`config.mk`:
```
export PLATFORM = sky130hd
export DESIGN_NAME = mul_rr_scheduler
export DESIGN_NICKNAME = d
export VERILOG_FILES = /design/src/rtl/mul_rr_scheduler_pkg.sv /design/src/rtl/mul_rr_scheduler_rr_pick.sv /design/src/rtl/mul_rr_scheduler.sv
export SDC_FILE = /design/constraint.sdc
export NUM_CORES = 1
export LEC_CHECK = 0
export CAP_MARGIN = 15
export CORE_AREA = 2 2 182 184
export DETAILED_ROUTE_END_ITERATION = 8
export DIE_AREA = 0 0 184 186
export GPL_ROUTABILITY_DRIVEN = 0
export PLACE_DENSITY = 0.55
export SLEW_MARGIN = 20
export SYNTH_ARGS = -nofsm -noshare
export SYNTH_HDL_FRONTEND = slang
export SYNTH_SLANG_ARGS = --single-unit
```
`constraint.sdc`:
```
create_clock -name clk -period 1.7 [get_ports clk]
set_input_delay 0.255 -clock clk [delete_from_list [all_inputs] [get_ports clk]]
set_output_delay 0.255 -clock clk [all_outputs]
set_load 0.05 [all_outputs]
```
`src/rtl/mul_rr_scheduler_pkg.sv`:
```
`default_nettype none
// ============================================================================
// Module   : mul_rr_scheduler_pkg
// Purpose  : Shared state encoding and default parameters for the round-robin
//            multiplier scheduler and its picker sub-module.
// Contents : state_t - FSM state encoding (3 bits)
//            DEFAULT_TIMEOUT - default watchdog limit in RUN cycles
// Revision : 1.0 - initial release
// ============================================================================
package mul_rr_scheduler_pkg;

    typedef enum logic [2:0] {
        IDLE  = 3'd0,
        CLEAR = 3'd1,
        RUN   = 3'd2,
        ABORT = 3'd3,
        DONE  = 3'd4
    } state_t;

    // A radix-2 32-bit core needs about 33 cycles; 64 leaves ample margin.
    localparam int DEFAULT_TIMEOUT = 64;

endpackage : mul_rr_scheduler_pkg
`default_nettype wire

```
`src/rtl/mul_rr_scheduler_rr_pick.sv`:
```
`default_nettype none
// ============================================================================
// Module   : mul_rr_scheduler_rr_pick
// Purpose  : Combinational round-robin picker. Returns the first set request
//            bit at or after ptr, wrapping around N.
// Ports    : req    [N]   request levels
//            ptr    [IDW] starting index (values >= N behave as 0)
//            gnt_id [IDW] selected requester index (0 when any=0)
//            any          at least one request is set
// Revision : 1.0 - initial release
// ============================================================================
module mul_rr_scheduler_rr_pick
    import mul_rr_scheduler_pkg::*;
#(
    parameter int N   = 4,
    parameter int IDW = 2
) (
    input  logic [N-1:0]   req,
    input  logic [IDW-1:0] ptr,
    output logic [IDW-1:0] gnt_id,
    output logic           any
);

    always_comb begin
        logic [IDW-1:0] base;
        logic [IDW:0]   sum;
        logic [IDW-1:0] idx;
        gnt_id = '0;
        any    = 1'b0;
        sum    = '0;
        idx    = '0;
        // Pointer values that do not name a requester restart the scan at 0.
        base   = (int'(ptr) < N) ? ptr : '0;
        for (int k = 0; k < N; k++) begin
            sum = {1'b0, base} + (IDW+1)'(k);
            if (sum >= (IDW+1)'(N)) begin
                sum = sum - (IDW+1)'(N);
            end
            idx = sum[IDW-1:0];
            if (!any && req[idx]) begin
                any    = 1'b1;
                gnt_id = idx;
            end
        end
    end

endmodule : mul_rr_scheduler_rr_pick
`default_nettype wire

```
`src/rtl/mul_rr_scheduler.sv`:
```
`default_nettype none
// ============================================================================
// Module   : mul_rr_scheduler
// Purpose  : Shares one sequential multiplier among N requesters. Grants one
//            requester at a time in round-robin order, loads its operands,
//            clears and starts the core, waits for m_done and returns the
//            2W-bit product with a one-cycle ack. A watchdog aborts the
//            operation after TIMEOUT RUN cycles and reports res_err.
// Ports    : clk, reset_n (synchronous, active low)
//            req[N], req_a/req_b[N*W]  requester side (requester i at [i*W+:W])
//            ack[N], res_valid, res_id, res_data[2W], res_err  result side
//            busy                      high whenever not IDLE
//            m_a, m_b, m_clear, m_start, m_result, m_done  multiplier side
// Revision : 1.0 - initial release
// ============================================================================
module mul_rr_scheduler
    import mul_rr_scheduler_pkg::*;
#(
    parameter int N       = 4,
    parameter int IDW     = 2,
    parameter int W       = 32,
    parameter int TIMEOUT = DEFAULT_TIMEOUT
) (
    input  logic             clk,
    input  logic             reset_n,
    input  logic [N-1:0]     req,
    input  logic [N*W-1:0]   req_a,
    input  logic [N*W-1:0]   req_b,
    output logic [N-1:0]     ack,
    output logic             res_valid,
    output logic [IDW-1:0]   res_id,
    output logic [2*W-1:0]   res_data,
    output logic             res_err,
    output logic             busy,
    output logic [W-1:0]     m_a,
    output logic [W-1:0]     m_b,
    output logic             m_clear,
    output logic             m_start,
    input  logic [2*W-1:0]   m_result,
    input  logic             m_done
);

    localparam int WDW = $clog2(TIMEOUT + 1);

    state_t           r_state;
    state_t           w_next;
    logic [IDW-1:0]   r_id;
    logic [IDW-1:0]   r_ptr;
    logic [WDW-1:0]   r_wdog;
    logic             r_err;
    logic [W-1:0]     r_a;
    logic [W-1:0]     r_b;
    logic [2*W-1:0]   r_data;
    logic [IDW-1:0]   w_gnt_id;
    logic             w_any;
    logic             w_timeout;
    logic [W-1:0]     w_req_a [N];
    logic [W-1:0]     w_req_b [N];

    // Unpack the flattened operand buses so the grant index selects directly.
    genvar gi;
    generate
        for (gi = 0; gi < N; gi++) begin : g_unpack
            assign w_req_a[gi] = req_a[gi*W +: W];
            assign w_req_b[gi] = req_b[gi*W +: W];
        end
    endgenerate

    mul_rr_scheduler_rr_pick #(
        .N   (N),
        .IDW (IDW)
    ) u_pick (
        .req    (req),
        .ptr    (r_ptr),
        .gnt_id (w_gnt_id),
        .any    (w_any)
    );

    // Last permitted RUN cycle: the watchdog started at 0 on the first one.
    assign w_timeout = (r_wdog == WDW'(TIMEOUT - 1));

    // ------------------------------------------------------------------
    // State register
    // ------------------------------------------------------------------
    always_ff @(posedge clk) begin
        if (!reset_n) begin
            r_state <= IDLE;
        end else begin
            r_state <= w_next;
        end
    end

    // ------------------------------------------------------------------
    // Next state and state-decoded outputs
    // ------------------------------------------------------------------
    always_comb begin
        w_next    = r_state;
        m_clear   = 1'b0;
        m_start   = 1'b0;
        busy      = 1'b1;
        res_valid = 1'b0;
        res_err   = 1'b0;
        res_id    = '0;
        ack       = '0;
        case (r_state)
            IDLE: begin
                busy = 1'b0;
                if (w_any) begin
                    w_next = CLEAR;
                end
            end
            CLEAR: begin
                m_clear = 1'b1;
                w_next  = RUN;
            end
            RUN: begin
                m_start = 1'b1;
                // A completion on the final watchdog cycle still counts.
                if (m_done) begin
                    w_next = DONE;
                end else if (w_timeout) begin
                    w_next = ABORT;
                end
            end
            ABORT: begin
                // Clearing the core leaves it idle for the next grant.
                m_clear = 1'b1;
                w_next  = DONE;
            end
            DONE: begin
                ack[r_id] = 1'b1;
                res_valid = 1'b1;
                res_id    = r_id;
                res_err   = r_err;
                w_next    = IDLE;
            end
            default: begin
                w_next = IDLE;
            end
        endcase
    end

    // ------------------------------------------------------------------
    // Operand, result, watchdog and round-robin pointer registers
    // ------------------------------------------------------------------
    always_ff @(posedge clk) begin
        if (!reset_n) begin
            r_id   <= '0;
            r_ptr  <= '0;
            r_wdog <= '0;
            r_err  <= 1'b0;
            r_a    <= '0;
            r_b    <= '0;
            r_data <= '0;
        end else begin
            case (r_state)
                IDLE: begin
                    if (w_any) begin
                        r_id <= w_gnt_id;
                        r_a  <= w_req_a[w_gnt_id];
                        r_b  <= w_req_b[w_gnt_id];
                    end
                end
                CLEAR: begin
                    r_wdog <= '0;
                    r_err  <= 1'b0;
                end
                RUN: begin
                    r_wdog <= r_wdog + WDW'(1);
                    if (m_done) begin
                        r_data <= m_result;
                        r_err  <= 1'b0;
                    end
                end
                ABORT: begin
                    r_data <= '0;
                    r_err  <= 1'b1;
                end
                DONE: begin
                    // The served requester drops to lowest priority.
                    r_ptr <= (r_id == IDW'(N - 1)) ? '0 : r_id + IDW'(1);
                end
                default: begin
                    r_id <= r_id;
                end
            endcase
        end
    end

    assign m_a      = r_a;
    assign m_b      = r_b;
    assign res_data = r_data;

endmodule : mul_rr_scheduler
`default_nettype wire

```
==> out/metrics.cfg <==
[power]
p_seq_share_pct=32.1
ir_worst_vdd_uv=622
powerDensity_nw_per_um2=882
power.leakage_nw=5.17
power.internal_mw=8.03
p_sw_mw=3.93
p_sw_share_pct=32.8
combPwrFrac_pct=33.8
clockPowerShare_pct=34.1

[yosys]
ys_ff_latch=143
synth_cells=689
async_flop_share_pct=0
synth-main-ff-cell=dfxtp_1
ys_warn_count=0
syn_nets=1021
synth.avg_cell_area_sq_um=10.6
yosysUniqueCellTypes=42
synthTopCellsByArea=dfxtp_1 39%, mux2i_1 18%, o221ai_2 13%
yosys.area.top_type_share_pct=39.2
synth_area_leader_cell=dfxtp_1
synth_area_sq_um=7310
synth_enable_flop_cells=0
seq_area_frac_synth_pct=39.2

[setup_path]
path_delay_family=buffers and inverters
startpoint_type=primary input
worst-path-max-fanout=14
worstReg2RegStart=r_ptr[0]
crit_chain=clkdlybuf4s50_1 > inv_2 > a22o_1 > a221oi_4 > nand4b_1 > buf_12 > buf_12 > o221ai_2
path_buf_inv=4
critPathMostFrequentCell=buf_12
r2r_end=m_b[20]
required_ps=2010
end_kind=flop
slowest_delay_ps=550
critPathArrivalTime_ps=2120
critPathKind=primary input to flop
timing.reg2reg.setup_slack_ps=-100
critical-path-slowest-cell=clkdlybuf4s50_1
r2r.worst_path.cells=7

[timing]
period_needed_ps=1810
finClkSkew_ps=6.12
post-route-period-util_pct=107
rsz0062_at_grt=true
worst_pin_slew_ps=599
fin_ws_ps=-111
fmax_ghz=0.552
hold_viol=0
relSlewSlack_pct=60.0
maxSlewViolCount=0
finalSetupViolCount=71

[place]
dp_hpwl_um=23900
dp_cells=1550
numPortBuffers=465

[global_routing]
grt_max_degree=67
antenna_found_initial=5
overflow=0
grt_pass1_wl_um=44700
grt_usage_pct=17.6
grt_pass1_vias=7362

[route]
finalWirelength_um=31800
wl_per_cell_um=19.8
drtIter0Drc=237
vias=7172
drc=0
dr.pass1.iters=4
via_per_inst=4.46
ant_nets=0

[clock_network]
cts_buffer_depth=2
cts_tree=done
clk_pin_slew_worst_paths_ps=60
clock_sinks=143
hold_buffers=0
clockRootBuffer=clkbuf_16
htree_num_levels=4
cts_buffers=17
clock_latency_ps=440

[finish]
finalNetCount=1517
area_delta_synth_final_pct=85.5
fillers=3101
fin_util_pct=42.1
final_layout_size_suffix_gt1_share_pct=28.3
final_cells=1608

[die]
rows=66
die_w_um=184
die_area_sq_um=34200
initial_utilization_pct=22.7
io-pin-count=466
die_h_um=186
core_area_sq_um=32200

[outcome]
violations=setup timing
status=finished, violations left

[min_path]
min_to=r_state[0]
hold_path_class=primary input to flop
holdPathStages=3
holdCritStartpoint=reset_n

[flow_run]
maxCapViolCount=0

worst min-delay path: cells and delay by family:
kind | cells | cell delay (ps)
AOI/OAI and AO/OA | 1 | 130
buffers and inverters | 2 | 320
metrics by stage:
step                TNS (ps)  cell area, sq um  power, mW  setup slack [ps]  hold WS [ps]
finish                 -4970             13600       12.0              -111           312
global route          -10220             13600       12.5              -182           311
CTS                    -4670             13400       12.1              -109           285
detailed placement    -31790             12500       7.81              -544           449
global placement      -35810             12500       7.79              -565           446
floorplan              -1570              7330       6.03             -31.1           426
cell usage after synthesis, types with 2 or more instances:
| cell | count |
|---|---|
| a21boi_1 | 2 |
| a21oi_1 | 9 |
| a22oi_1 | 65 |
| and2_1 | 13 |
| buf_2 | 13 |
| buf_4 | 14 |
| buf_6 | 16 |
| clkbuf_1 | 18 |
| dfxtp_1 | 143 |
| ha_1 | 5 |
| inv_1 | 6 |
| inv_2 | 2 |
| mux2i_1 | 135 |
| nand2_1 | 76 |
| nand2b_1 | 4 |
| nand3_1 | 2 |
| nor2_1 | 4 |
| nor2b_1 | 69 |
| nor4_1 | 2 |
| o21ai_0 | 3 |
| o21ai_1 | 4 |
| o221ai_1 | 3 |
| o221ai_2 | 61 |
| o22ai_1 | 2 |
power by group through the flow:
stage | combinational [mW] | clock [mW] | sequential (mW)
after floorplan | 1.20 | 0 | 4.84
after global routing | 4.26 | 4.35 | 3.87
after detailed placement | 3.90 | 0 | 3.91
after global placement | 3.89 | 0 | 3.91
final | 4.04 | 4.08 | 3.83
after CTS | 4.04 | 4.21 | 3.83
worst max path at each step:
stage	from	slack, ps	to	depth (start not counted)
final	req[3]	-110	m_b[20]	8
after floorplan	r_state[0]	-30	r_wdog[5]	6
after detailed placement	req[0]	-540	m_b[31]	8
after CTS	r_state[0]	-110	ack[3]	4
after global routing	r_ptr[0]	-180	m_b[14]	7
after global placement	req[0]	-570	m_a[23]	8
registers in the layout, indices dropped and copies added, names as in the netlist:
register  cells
r_wdog        7
res_data     64
m_a          32
r_err         1
m_b          32
r_state       3
r_id          2
r_ptr         2
cells in the final DEF, fill, tap and decap left out, types with 3 or more instances in the layout:
cell,n
a21oi_1,9
buf_16,5
clkbuf_8,5
and2_4,7
clkbuf_16,20
o21ai_0,3
buf_8,4
a22oi_1,65
nor2_1,4
buf_6,6
bufinv_16,3
inv_1,5
o21ai_1,3
mux2i_1,131
mux2i_2,3
dfxtp_1,137
nand2b_1,4
buf_4,167
dfxtp_2,4
o221ai_2,64
buf_12,28
inv_2,3
nor2b_1,69
clkdlybuf4s50_1,325
and2_1,5
ha_1,5
nand2_1,76
layer usage:
layer / wire (um) / vias to the layer above / part of all wire [%] / track usage (%)
li1: - / 3540 / - / -
met1: 12300 / 3291 / 39 / 19.0
met2: 15700 / 302 / 49 / 30.8
met3: 3200 / 33 / 10 / 7.55
met4: 645 / 6 / 2.0 / 6.40
met5: 41 / - / 0.13 / 0
cells by family (layout without fill, tap and decap cells):
group | Yosys count | in the layout | synth area share (%)
AOI/OAI and AO/OA | 155 | 155 | 22.0
and+or+nand+nor | 181 | 181 | 13.2
muxes | 135 | 135 | 18.5
adders and majority gates | 5 | 5 | 0.856
other | 0 | 2 | 0
DFF | 143 | 143 | 39.2
buffers and inverters | 70 | 579 | 6.32
cell type report:
cell class,instances,area [sq um],area share (%)
clock inverters,8,126,0.932
well taps,408,510,3.76
inverters,8,30.0,0.221
multi-input cells,476,4100,30.2
flip-flops and latches,143,2880,21.2
repair buffers,539,5410,39.9
diodes,2,5.00,0.0369
clock buffers,24,502,3.70
timing repair:
| item | in CTS | in global routing |
|---|---|---|
| setup buffers | 14 | 3 |
| pin swaps | 3 | 18 |
| endpoints found under the setup margin | 75 | 74 |
| hold endpoints to repair | 0 | 0 |
| gates cloned | 3 | 4 |
| gates resized for setup | 38 | 12 |
Note: power is estimated with default switching activity, not from simulation.
